<file path="config.mk">
export PLATFORM = sky130hd
export DESIGN_NAME = jt12_tick_timer
export DESIGN_NICKNAME = d
export VERILOG_FILES = /design/src/rtl/jt12_tick_timer_pkg.sv /design/src/rtl/jt12_tick_cnt.sv /design/src/rtl/jt12_tick_timer.sv
export SDC_FILE = /design/constraint.sdc
export NUM_CORES = 1
export LEC_CHECK = 0
export CAP_MARGIN = 20
export CORE_ASPECT_RATIO = 1.5
export CORE_MARGIN = 5
export CORE_UTILIZATION = 40
export CTS_CLUSTER_SIZE = 8
export DETAILED_ROUTE_END_ITERATION = 10
export PLACE_DENSITY_LB_ADDON = 0.12
export SLEW_MARGIN = 20
export SYNTH_ARGS = -nofsm -noshare
export SYNTH_HDL_FRONTEND = slang
export SYNTH_SLANG_ARGS = --single-unit
export TNS_END_PERCENT = 20
</file>
<file path="constraint.sdc">
create_clock -name clk -period 1.83 [get_ports clk]
set_input_delay 0.366 -clock clk [delete_from_list [all_inputs] [get_ports clk]]
set_output_delay 0.366 -clock clk [all_outputs]
set_load 0.01 [all_outputs]
</file>
<file path="src/rtl/jt12_tick_timer_pkg.sv">
// Shared widths and helpers for the OPN interval timers.
package jt12_tick_timer_pkg;

  localparam int unsigned TA_W       = 10;
  localparam int unsigned TB_W       = 8;
  localparam int unsigned B_PRES_DEF = 16;

  // Prescaler register width; keeps at least one bit for degenerate lengths.
  function automatic int unsigned pres_w(input int unsigned n);
    return (n > 1) ? $clog2(n) : 1;
  endfunction

endpackage

</file>
<file path="src/rtl/jt12_tick_cnt.sv">
// Up-counting interval timer: load-edge reload, terminal-count reload,
// overflow pulse and sticky, clearable status flag.
module jt12_tick_cnt
  import jt12_tick_timer_pkg::*;
#(
  parameter int unsigned W = TA_W
) (
  input  logic         clk,
  input  logic         rst,
  input  logic         tick,
  input  logic         load,
  input  logic [W-1:0] value,
  input  logic         en_irq,
  input  logic         clr_flag,
  output logic         load_edge,
  output logic         ovf,
  output logic         flag
);

  localparam logic [W-1:0] TERM = '1;

  logic [W-1:0] cnt_q, cnt_d;
  logic         load_q;
  logic         ovf_q, ovf_d;
  logic         flag_q, flag_d;

  always_comb begin
    load_edge = load & ~load_q;
    cnt_d     = cnt_q;
    ovf_d     = 1'b0;
    // A load edge wins over a coincident tick: reload only, no increment.
    if (load_edge) begin
      cnt_d = value;
    end else if (load && tick) begin
      if (cnt_q == TERM) begin
        cnt_d = value;
        ovf_d = 1'b1;
      end else begin
        cnt_d = cnt_q + 1'b1;
      end
    end

    flag_d = flag_q;
    if (clr_flag)        flag_d = 1'b0;
    if (ovf_d && en_irq) flag_d = 1'b1;
  end

  always_ff @(posedge clk) begin
    if (rst) begin
      cnt_q  <= '0;
      load_q <= 1'b0;
      ovf_q  <= 1'b0;
      flag_q <= 1'b0;
    end else begin
      cnt_q  <= cnt_d;
      load_q <= load;
      ovf_q  <= ovf_d;
      flag_q <= flag_d;
    end
  end

  assign ovf  = ovf_q;
  assign flag = flag_q;

endmodule

</file>
<file path="src/rtl/jt12_tick_timer.sv">
// OPN Timer A (10-bit) and Timer B (8-bit behind a prescaler), with status
// flags, registered active-low IRQ and a Timer A overflow pulse for CSM.
module jt12_tick_timer
  import jt12_tick_timer_pkg::*;
#(
  parameter int unsigned B_PRES = B_PRES_DEF
) (
  input  logic            clk,
  input  logic            rst,
  input  logic            clk_en,
  input  logic [TA_W-1:0] value_A,
  input  logic [TB_W-1:0] value_B,
  input  logic            load_A,
  input  logic            load_B,
  input  logic            en_irq_A,
  input  logic            en_irq_B,
  input  logic            clr_flag_A,
  input  logic            clr_flag_B,
  output logic            flag_A,
  output logic            flag_B,
  output logic            overflow_A,
  output logic            irq_n
);

  localparam int unsigned    PW        = pres_w(B_PRES);
  localparam logic [PW-1:0]  PRES_LAST = PW'(B_PRES - 1);

  logic [PW-1:0] presc_q, presc_d;
  logic          irq_n_q, irq_n_d;
  logic          tick_b;
  logic          load_edge_b;
  logic          load_edge_a_unused;
  logic          ovf_b_unused;

  jt12_tick_cnt #(.W(TA_W)) u_timer_a (
    .clk       (clk),
    .rst       (rst),
    .tick      (clk_en),
    .load      (load_A),
    .value     (value_A),
    .en_irq    (en_irq_A),
    .clr_flag  (clr_flag_A),
    .load_edge (load_edge_a_unused),
    .ovf       (overflow_A),
    .flag      (flag_A)
  );

  always_comb begin
    presc_d = presc_q;
    tick_b  = 1'b0;
    if (load_edge_b) begin
      presc_d = '0;
    end else if (load_B && clk_en) begin
      if (presc_q == PRES_LAST) begin
        presc_d = '0;
        tick_b  = 1'b1;
      end else begin
        presc_d = presc_q + 1'b1;
      end
    end
    irq_n_d = ~(flag_A | flag_B);
  end

  always_ff @(posedge clk) begin
    if (rst) begin
      presc_q <= '0;
      irq_n_q <= 1'b1;
    end else begin
      presc_q <= presc_d;
      irq_n_q <= irq_n_d;
    end
  end

  jt12_tick_cnt #(.W(TB_W)) u_timer_b (
    .clk       (clk),
    .rst       (rst),
    .tick      (tick_b),
    .load      (load_B),
    .value     (value_B),
    .en_irq    (en_irq_B),
    .clr_flag  (clr_flag_B),
    .load_edge (load_edge_b),
    .ovf       (ovf_b_unused),
    .flag      (flag_B)
  );

  assign irq_n = irq_n_q;

endmodule
</file>
==> impl_results.md <==
* P per Cell Area at 563 nW/um^2
* Pwr Total at 1.32 mW
* Synthesis Warnings at 0
* Fraction of layout cells with a size suffix above 1 at 21.9%
* Grt ovf at 0
* Ys flop type: dfxtp_1
* Maximum VDD drop at 0.402 mV
* Layout Cells excl Fill at 315
* Worst clock skew at 0.00243 ns
* Final worst setup slack at 0.0925 ns
* Clock Sinks at 28
* Crit path max-delay family: simple AND/OR/NAND/NOR gates
* Status: complete, no violations
* Post-DP HPWL at 3520 um
* Seq/Total Area, Yosys at 34.1%
* Final nets at 302
* First DRT Iteration DRCs at 58
* Syn_nets at 236
* Post-synth EDFFs at 0
* Startpoint Class: primary input
* Crit path max-delay cell type: clkdlybuf4s50_1
* Clock Pin Slew Worst Setup and Hold Paths at 0.09 ns
* Required arrival time at the worst endpoint at 2.02 ns
* CTS tree: built
* Yosys cell types at 51
* Clock Root Buffer: clkbuf_8
* Vias post-DR at 1760
* Post-Syn Instances at 206
* Area Overhead vs Synth at 42.7%
* Final setup fails at 0
* Routed length per placed instance at 14.2 um
* Slew @ Worst Pin at 0.588 ns
* FF/Latch Area at 566 um^2
* Antenna fix cells at 0
* Top sig layer: met4
* Hold Worst Slack at 0.483 ns
* Met2 Routed Length at 2400 um
* Fin. max-slew vios at 0
* Critical path fanouts, max at 5
* Syn Std Cell Area at 1640 um^2
* Hold Violations, Final at 0
* Crit end category: register
* Largest net degree at the start of global routing at 17
* LEAKAGE at 0.893 nW
* Achievable Freq at 576 MHz
* Max-cap viol count at 0
* Syn Area/Cell at 7.98 um^2
* RSZ-0062 raised after global routing: false
* Crit path arrival time at 1.93 ns
* Clock buffer depth at 2
* ANT nets after route at 0
* CTS Hold Buffers Added at 0
* CP bufs+invs at 1
* Critical path cell sequence: clkdlybuf4s50_1 -> and4_1 -> o21ai_1 -> or4_1 -> o221ai_1
* Max stage delay on crit path at 0.51 ns
* Post-synth ARST share at 0%
* Fillers at 376
* DP Worst Slack at -0.212 ns
* Max-Slew Margin vs Limit at 60.8%
* Commonest cells post-synth: dfxtp_1 (28), nand2_1 (21), nand3_1 (15)
* Synth Register Bits at 28
* Met3 WL at 116 um
* Total die area at 5520 um^2
* Core box area at 3960 um^2
* H-tree depth at 1
* Initial antenna violation count at 0
* Multi-input logic area at 1040 um^2
* Synth area leader: dfxtp_1
* Final wirelength at 4470 um
* I/O Buffers at 30
* Top-count cell post-synth: dfxtp_1
* Wl on met1 at 1840 um
* # DRC at 0
* Die H at 88.5 um
* Final period util at 94.9%
* FP Rows at 28
* I/O pin total at 31
* HP Class: reg -> reg
* Vias in the first global route at 1744
* Final setup TNS at 0 ns
* DRT Pass-1 Iters at 4
* TritonCTS Buffers at 3
* Top cell type's share of synthesized area at 34.1%
* Post-DR vias/cell at 5.59
* Period minus WS final at 1.74 ns
* GRT Util Overall at 17.0%
* Crit Path Category: in -> reg
* Die X at 62.3 um
* Initial Utilization at 41.5%
* Placed Cells incl. Taps at 311
* Ranking of synthesized cells by area: dfxtp_1 (34%), nand2_1 (4.8%), nand3_1 (4.6%), a21oi_1 (3.7%), nand4_1 (3.0%)
* RD Place Congestion at 0.846
* Wire length of the first global-routing pass at 7730 um
* Clk Latency, worst-skew pair at 0.27 ns
[where the power goes]
group          leakage [nW]  internal [mW]  total [mW]  switching (mW)
logic                 0.641          0.173       0.313           0.140
clock network        0.0216          0.148       0.331           0.183
registers             0.231          0.643       0.676          0.0327
total                 0.893          0.964        1.32           0.356
[cell families after synthesis]
logic type / synth area share [%]
adders and majority gates: 2.28
buffers and inverters: 4.41
and+or+nand+nor: 31.9
muxes: 2.44
DFF: 34.1
xor gates and xnor gates: 2.13
AOI/OAI and AO/OA: 22.8
[path summary, 6_finish.rpt]
| kind | startpoint | endpoint | slack, ns | cells after the start |
|---|---|---|---|---|
| worst max register to register | u_timer_a.cnt_q[0] | u_timer_a.cnt_q[7] | 0.12 | 6 |
| worst min-delay path | presc_q[1] | presc_q[1] | 0.48 | 2 |
| worst min register to register | presc_q[1] | presc_q[1] | 0.48 | 2 |
| worst max-delay path | clk_en | u_timer_b.cnt_q[5] | 0.09 | 5 |
[sequential cells by signal (all words and copies together), names as in the netlist]
| register | cells |
|---|---|
| u_timer_b.cnt_q | 8 |
| u_timer_b.load_q | 1 |
| u_timer_a.flag | 1 |
| u_timer_b.flag | 1 |
| u_timer_a.load_q | 1 |
| irq_n | 1 |
| presc_q | 4 |
| u_timer_a.cnt_q | 10 |
| u_timer_a.ovf | 1 |
[through the flow]
step                      util, %  area, um^2
after floorplan                 -        1640
after global placement       57.0        2260
after detailed placement     57.0        2260
after CTS                    58.3        2310
after global routing         59.3        2350
final                        59.3        2350
[layout by cell type, fill, tap and decap left out, types with 3 or more instances in the layout]
master and n:
o211ai_1 4, o21ai_1 3, nand4_1 8, nor4_1 3, or3_1 6, nand2_1 20
nand2b_1 5, clkdlybuf4s50_1 30, dfxtp_1 24, dfxtp_2 4, buf_4 42, inv_1 6
nor2b_1 3, nor2_1 13, a31oi_1 6, clkbuf_8 3, nor3_1 7, mux2i_1 4
nand3_1 14, a21oi_1 12, o21ai_0 8
[area by class of cell]
type / instances / area share (%)
multi-input combinational: 161 / 44.5
timing repair buffer: 72 / 26.2
sequential: 28 / 24.1
tap: 45 / 2.40
clock buffer: 3 / 1.76
inverter: 6 / 0.960
[worst min-delay path, stage by stage (launching register included)]
cell and delay, ns:
dfxtp_1 0.34, nand2_1 0.06, a21oi_1 0.05
[timing repair]
| action | in CTS | in global routing |
|---|---|---|
| resized for setup | 1 | 9 |
| pin swaps | 0 | 2 |
| hold endpoints to repair | 0 | 0 |
| gates cloned | 0 | 0 |
| setup endpoints to repair | 7 | 3 |
| buffers inserted | 0 | 1 |
[layer usage]
layer  GRT usage [%]  vias to the layer above
met2            31.9                       30
met4            7.53                        0
met5               0                        -
li1                -                      906
met1            18.8                      815
met3            2.67                        9
(Power assumes the default switching activity.)
